--- config.mk ---
export PLATFORM = sky130hd
export DESIGN_NAME = hazard_ctrl_flat
export DESIGN_NICKNAME = d
export VERILOG_FILES = /design/src/rtl/hazard_if.sv /design/src/rtl/hazard_ctrl.sv /design/src/flat_wrapper.sv
export SDC_FILE = /design/constraint.sdc
export NUM_CORES = 1
export LEC_CHECK = 0
export ABC_AREA = 1
export BUFFER_PORTS_ARGS = -buffer_cell sky130_fd_sc_hd__buf_2
export CAP_MARGIN = 10
export CORE_MARGIN = 5
export CORE_UTILIZATION = 40
export CTS_BUF_LIST = sky130_fd_sc_hd__clkbuf_4 sky130_fd_sc_hd__clkbuf_8
export CTS_CLUSTER_DIAMETER = 200
export DETAILED_ROUTE_END_ITERATION = 7
export PLACE_DENSITY = 0.65
export SYNTH_ARGS = -nofsm -noshare
export SYNTH_HDL_FRONTEND = slang
export SYNTH_SLANG_ARGS = --single-unit
--- constraint.sdc ---
create_clock -name clk -period 4.25 [get_ports clk]
set_input_delay 0.85 -clock clk [delete_from_list [all_inputs] [get_ports clk]]
set_output_delay 0.85 -clock clk [all_outputs]
set_load 0.02 [all_outputs]
--- src/rtl/hazard_if.sv ---
// hazard_if: pipeline-to-hazard-controller signal bundle.
//   master: pipeline side, drives register/stage info and reads control outputs.
//   slave : hazard controller side, reads stage info and drives stall/superStall/flush,
//           stall_cnt and wd_err.
interface hazard_if;
    logic        fwd_en;
    logic [4:0]  id_src1;
    logic [4:0]  id_src2;
    logic        id_two_src;
    logic [4:0]  exe_dest;
    logic        exe_wb_en;
    logic        exe_mem_r_en;
    logic [4:0]  mem_dest;
    logic        mem_wb_en;
    logic        branch_taken;
    logic        mem_busy;
    logic        stall;
    logic        superStall;
    logic        flush;
    logic [15:0] stall_cnt;
    logic        wd_err;
    modport master (
        output fwd_en, id_src1, id_src2, id_two_src, exe_dest, exe_wb_en, exe_mem_r_en,
               mem_dest, mem_wb_en, branch_taken, mem_busy,
        input  stall, superStall, flush, stall_cnt, wd_err
    );
    modport slave (
        input  fwd_en, id_src1, id_src2, id_two_src, exe_dest, exe_wb_en, exe_mem_r_en,
               mem_dest, mem_wb_en, branch_taken, mem_busy,
        output stall, superStall, flush, stall_cnt, wd_err
    );
endinterface

--- src/rtl/hazard_ctrl.sv ---
// hazard_ctrl: RAW/branch/memory-wait hazard controller with stall counter and memory watchdog.
//   clk : rising-edge clock.
//   rst : synchronous reset, active-low.
//   hz  : hazard_if.slave -- stage info in; stall, superStall, flush, stall_cnt, wd_err out.
module hazard_ctrl (
    input logic     clk,
    input logic     rst,
    hazard_if.slave hz
);
    localparam logic [1:0] RUN = 2'd0, MEMWAIT = 2'd1, FLUSH = 2'd2;
    logic [1:0]  state, state_nx;
    logic        flush_pend, flush_pend_nx;
    logic [7:0]  wd_cnt, wd_cnt_nx;
    logic [15:0] stall_cnt;
    logic        wd_err;
    logic        exe_match, mem_match, raw_haz;
    logic        stall_o, super_o, flush_o;
    assign exe_match = (hz.exe_dest != 5'd0) &&
                       (hz.id_src1 == hz.exe_dest || (hz.id_two_src && hz.id_src2 == hz.exe_dest));
    assign mem_match = (hz.mem_dest != 5'd0) &&
                       (hz.id_src1 == hz.mem_dest || (hz.id_two_src && hz.id_src2 == hz.mem_dest));
    assign raw_haz = hz.fwd_en ? (hz.exe_mem_r_en && exe_match)
                               : ((hz.exe_wb_en && exe_match) || (hz.mem_wb_en && mem_match));
    // superStall follows mem_busy in every state, so the cycle in which the memory
    // completes is already released; a pending branch flush follows in FLUSH.
    always_comb begin
        super_o       = 1'b0;
        flush_o       = 1'b0;
        stall_o       = 1'b0;
        state_nx      = state;
        flush_pend_nx = flush_pend;
        if (rst) begin
            case (state)
                RUN: begin
                    super_o       = hz.mem_busy;
                    flush_o       = hz.branch_taken && !hz.mem_busy;
                    stall_o       = raw_haz && !hz.branch_taken && !hz.mem_busy;
                    state_nx      = hz.mem_busy ? MEMWAIT : (hz.branch_taken ? FLUSH : RUN);
                    flush_pend_nx = hz.mem_busy && hz.branch_taken;
                end
                MEMWAIT: begin
                    super_o       = hz.mem_busy;
                    flush_pend_nx = flush_pend || hz.branch_taken;
                    state_nx      = hz.mem_busy ? MEMWAIT : (flush_pend_nx ? FLUSH : RUN);
                end
                FLUSH: begin
                    super_o       = hz.mem_busy;
                    flush_o       = !hz.mem_busy;
                    state_nx      = hz.mem_busy ? MEMWAIT : RUN;
                    flush_pend_nx = hz.mem_busy;
                end
                default: begin
                    state_nx      = RUN;
                    flush_pend_nx = 1'b0;
                end
            endcase
        end
    end
    assign wd_cnt_nx = (state == MEMWAIT && hz.mem_busy) ? (wd_cnt == 8'hFF ? wd_cnt : wd_cnt + 8'd1) : 8'd0;
    always_ff @(posedge clk) begin
        if (!rst) begin
            state      <= RUN;
            flush_pend <= 1'b0;
            wd_cnt     <= 8'd0;
            stall_cnt  <= 16'd0;
            wd_err     <= 1'b0;
        end else begin
            state      <= state_nx;
            flush_pend <= flush_pend_nx;
            wd_cnt     <= wd_cnt_nx;
            stall_cnt  <= stall_cnt + 16'((stall_o || super_o) && stall_cnt != 16'hFFFF);
            wd_err     <= wd_err || wd_cnt_nx == 8'hFF;
        end
    end
    assign hz.stall      = stall_o;
    assign hz.superStall = super_o;
    assign hz.flush      = flush_o;
    assign hz.stall_cnt  = stall_cnt;
    assign hz.wd_err     = wd_err;
endmodule

--- src/flat_wrapper.sv ---
// flat-port wrapper written by rule: the top's interface ports become plain ports
module hazard_ctrl_flat 
  (clk, rst, hz_fwd_en, hz_id_src1, hz_id_src2, hz_id_two_src, hz_exe_dest, hz_exe_wb_en, hz_exe_mem_r_en, hz_mem_dest, hz_mem_wb_en, hz_branch_taken, hz_mem_busy, hz_stall, hz_superStall, hz_flush, hz_stall_cnt, hz_wd_err);
  hazard_if hz_i ();
  input logic clk;
  input logic rst;
  input wire logic [$bits(hz_i.fwd_en)-1:0] hz_fwd_en;
  input wire logic [$bits(hz_i.id_src1)-1:0] hz_id_src1;
  input wire logic [$bits(hz_i.id_src2)-1:0] hz_id_src2;
  input wire logic [$bits(hz_i.id_two_src)-1:0] hz_id_two_src;
  input wire logic [$bits(hz_i.exe_dest)-1:0] hz_exe_dest;
  input wire logic [$bits(hz_i.exe_wb_en)-1:0] hz_exe_wb_en;
  input wire logic [$bits(hz_i.exe_mem_r_en)-1:0] hz_exe_mem_r_en;
  input wire logic [$bits(hz_i.mem_dest)-1:0] hz_mem_dest;
  input wire logic [$bits(hz_i.mem_wb_en)-1:0] hz_mem_wb_en;
  input wire logic [$bits(hz_i.branch_taken)-1:0] hz_branch_taken;
  input wire logic [$bits(hz_i.mem_busy)-1:0] hz_mem_busy;
  output wire logic [$bits(hz_i.stall)-1:0] hz_stall;
  output wire logic [$bits(hz_i.superStall)-1:0] hz_superStall;
  output wire logic [$bits(hz_i.flush)-1:0] hz_flush;
  output wire logic [$bits(hz_i.stall_cnt)-1:0] hz_stall_cnt;
  output wire logic [$bits(hz_i.wd_err)-1:0] hz_wd_err;
  assign hz_i.fwd_en = hz_fwd_en;
  assign hz_i.id_src1 = hz_id_src1;
  assign hz_i.id_src2 = hz_id_src2;
  assign hz_i.id_two_src = hz_id_two_src;
  assign hz_i.exe_dest = hz_exe_dest;
  assign hz_i.exe_wb_en = hz_exe_wb_en;
  assign hz_i.exe_mem_r_en = hz_exe_mem_r_en;
  assign hz_i.mem_dest = hz_mem_dest;
  assign hz_i.mem_wb_en = hz_mem_wb_en;
  assign hz_i.branch_taken = hz_branch_taken;
  assign hz_i.mem_busy = hz_mem_busy;
  assign hz_stall = hz_i.stall;
  assign hz_superStall = hz_i.superStall;
  assign hz_flush = hz_i.flush;
  assign hz_stall_cnt = hz_i.stall_cnt;
  assign hz_wd_err = hz_i.wd_err;
  hazard_ctrl u_core (.clk(clk), .rst(rst), .hz(hz_i));
endmodule
==> run metrics <==
total clock sinks 28; area share of the largest cell type after synthesis a little under a third; final setup violation count 0; vias post-DR 1880; ranking of synthesized cells by area dfxtp_1 (30%), nand2_1 (19%), inv_1 (11%); Die Y 78.0 um; post-layout util 49.6%; worst-path fanout max 15; final wirelength roughly 4300 um; # rows 24; critical path depth 17; syn nets 340; yosys warns 0; hold path cells 2; largest net degree at the start of global routing 16; Post-synth EDFFs 0; pwr/cell area between 200 and 250 nW/um2; Distinct cells, synth 31; final cell count without fillers 409; io pins 49; critical path capture point type flip-flop; Post-CTS Setup Bufs 0; CTS hold repair buffers 0; first-pass GRT wire length between 7000 and 8000 um; vias in the first global route ~1700; Detailed Place HPWL 3540 um; post-cts gate resize count 0; Num CTS Buffers 3; VDD IR max approximately 160 uV; Filler cells around 470; CP Cell Sequence buf_2, inv_1, a21oi_1, inv_1, nor2_1, inv_1, a21oi_1, ha_1, ha_1, nand3_1, inv_1, nand3_1, inv_1, nand3_1, o21ai_1, nand2_1, nor2_1; cell leakage power 1.18 nW; Multi-input gate area around 1100 um2; die area 6090 um2; Area Overhead vs Synth 18.3%; Clock transition at path regs about 0.090 ns; gr ovfl total 0; Critical Path Source Type primary input; CP arrival 3.15 ns; Layout Nets 391; max_slew headroom 68.5%; initial antenna violation count 0; Setup CP Type in2reg; setup TNS 0 ns; final period utilization 69.0%; RSZ-0062 raised after global routing false; top_reg_cell synth dfxtp_1; status completed; Worst Skew 0.00569 ns; GP Congestion 0.808; Slew Viols, Final 0; maximum root-to-sink buffer count 2; DR iter-0 viols 93; Avg WL per Cell ~10 um; FF+latch area 561 um2; register bit total from synthesis 28; Mapped Area about 1900 um2; Tot GR Track Use 14.2%; area leader, netlist dfxtp_1; Tmin final 2.93 ns; CTS tree built; via/cell ratio about 4.6; CTS HTree Levels 1; Final ANT Viol Nets 0; class of the worst hold path reg2reg; most used cell, CP inv_1; drt drc 0; diode count 0; Starting Density 41.9%; Worst EP required 4.47 ns; Syn Inst Count 308; Slew @ Worst Pin 0.472 ns; RR Endpoint u_core.hz.stall_cnt[12]; CP bufs+invs 6; Core Footprint 4410 um2; critical path's slowest cell inv_1; Min-Delay Startpoint u_core.hz.wd_err; crit-path max cell delay 0.28 ns; detailed-router iteration count before antenna repair 4; Top Family by Delay on Critical Path buffers and inverters; register area share after synthesis 30.3%; layout cells sized above 1 18.2%; placed cells 406; Async SR Flop Fraction 0%; Hold Path End u_core.hz.wd_err; root buffer cell clkbuf_8; Max Freq ~340 MHz; Avg Inst Size Synth 6.01 um2; clk_lat worst skew about 0.27 ns; R2R cell count 16; max cap viols 0; # port buffers 48; Hold Slack between 0.4 and 0.5 ns; worst r2r src u_core.hz.stall_cnt[6]; final hold violations 0; Die Wd 78.0 um; R2R Setup Slk between 1.5 and 2 ns
kinds of logic after synthesis:
group / after synthesis / synth area share, %
DFF: 28 / 30.3
xor gates and xnor gates: 4 / 1.89
adders and majority gates: 3 / 2.03
AOI/OAI and AO/OA: 28 / 8.66
buffers and inverters: 56 / 11.4
and+or+nand+nor: 189 / 45.8
final cells by class:
cell class	count	area share, %
multi-input cells	224	49.3
flip-flops and latches	28	25.6
repair buffers	48	11.0
inverters	54	9.26
well taps	52	2.97
clock buffers	3	1.89
placed cells by master (no fill, tap or decap), types with 2 or more instances in the layout:
master and n:
nor2_2 2, nor2_4 3, dfxtp_1 28, nand3_1 25, o21ai_0 8, ha_1 3
clkbuf_8 3, nor3_1 3, xnor2_1 4, buf_2 48, nand2_1 96, a21oi_1 12
nand4_1 5, inv_1 54, nor2_1 45, nand2_2 3
cell usage after synthesis, types with 2 or more instances:
library cell  number
dfxtp_1           28
nand4_1            5
nor2_2             2
nand3_1           25
o21ai_0            8
nand2_2            3
nand2_1           96
inv_1             54
a21oi_1           12
ha_1               3
nor2_4             3
xnor2_1            4
nor3_1             3
nor2_1            45
flip-flops by register name, summed over array words and instances (netlist names):
register,cells
u_core.state,2
u_core.hz.wd_err,1
u_core.wd_cnt,8
u_core.hz.stall_cnt,16
u_core.flush_pend,1
worst max-delay path by stage:
| stage | from | end | slack, ns |
|---|---|---|---|
| 6_report | rst | u_core.hz.stall_cnt[14] | 1.32 |
| 5_1_grt | rst | u_core.hz.stall_cnt[8] | 0.93 |
| 4_1_cts | rst | u_core.hz.stall_cnt[14] | 1.30 |
| 3_5_place_dp | rst | u_core.hz.stall_cnt[12] | 1.02 |
| 3_3_place_gp | rst | u_core.hz.stall_cnt[14] | 1.16 |
| 2_1_floorplan | rst | u_core.hz.stall_cnt[14] | 1.48 |
where the power goes:
| part | switching (mW) | internal, mW |
|---|---|---|
| clock | 0.0765 | 0.0636 |
| combinational | 0.0449 | 0.0290 |
| sequential | 0.00250 | 0.265 |
tightest hold or removal path, delay by kind of cell (launching register included):
family / cells / cell delay (ns)
compound gates: 1 / 0.05
buf+inv: 1 / 0.07
flops: 1 / 0.32
routing by layer:
metal | GRT usage, % | wire, um
met5 | 0 | 0
met4 | 1.52 | 12
met3 | 3.43 | 166
met2 | 23.3 | 1960
met1 | 19.6 | 2150
stage by stage:
stage / power (mW) / setup slack, ns / cell area (um2)
final: 0.482 / 1.32 / 2190
after global routing: 0.513 / 0.933 / 2190
after CTS: 0.487 / 1.30 / 2190
after detailed placement: 0.348 / 1.02 / 2150
after global placement: 0.348 / 1.16 / 2150
after floorplan: 0.318 / 1.48 / 1850
Note: power is estimated with default switching activity, not from simulation.
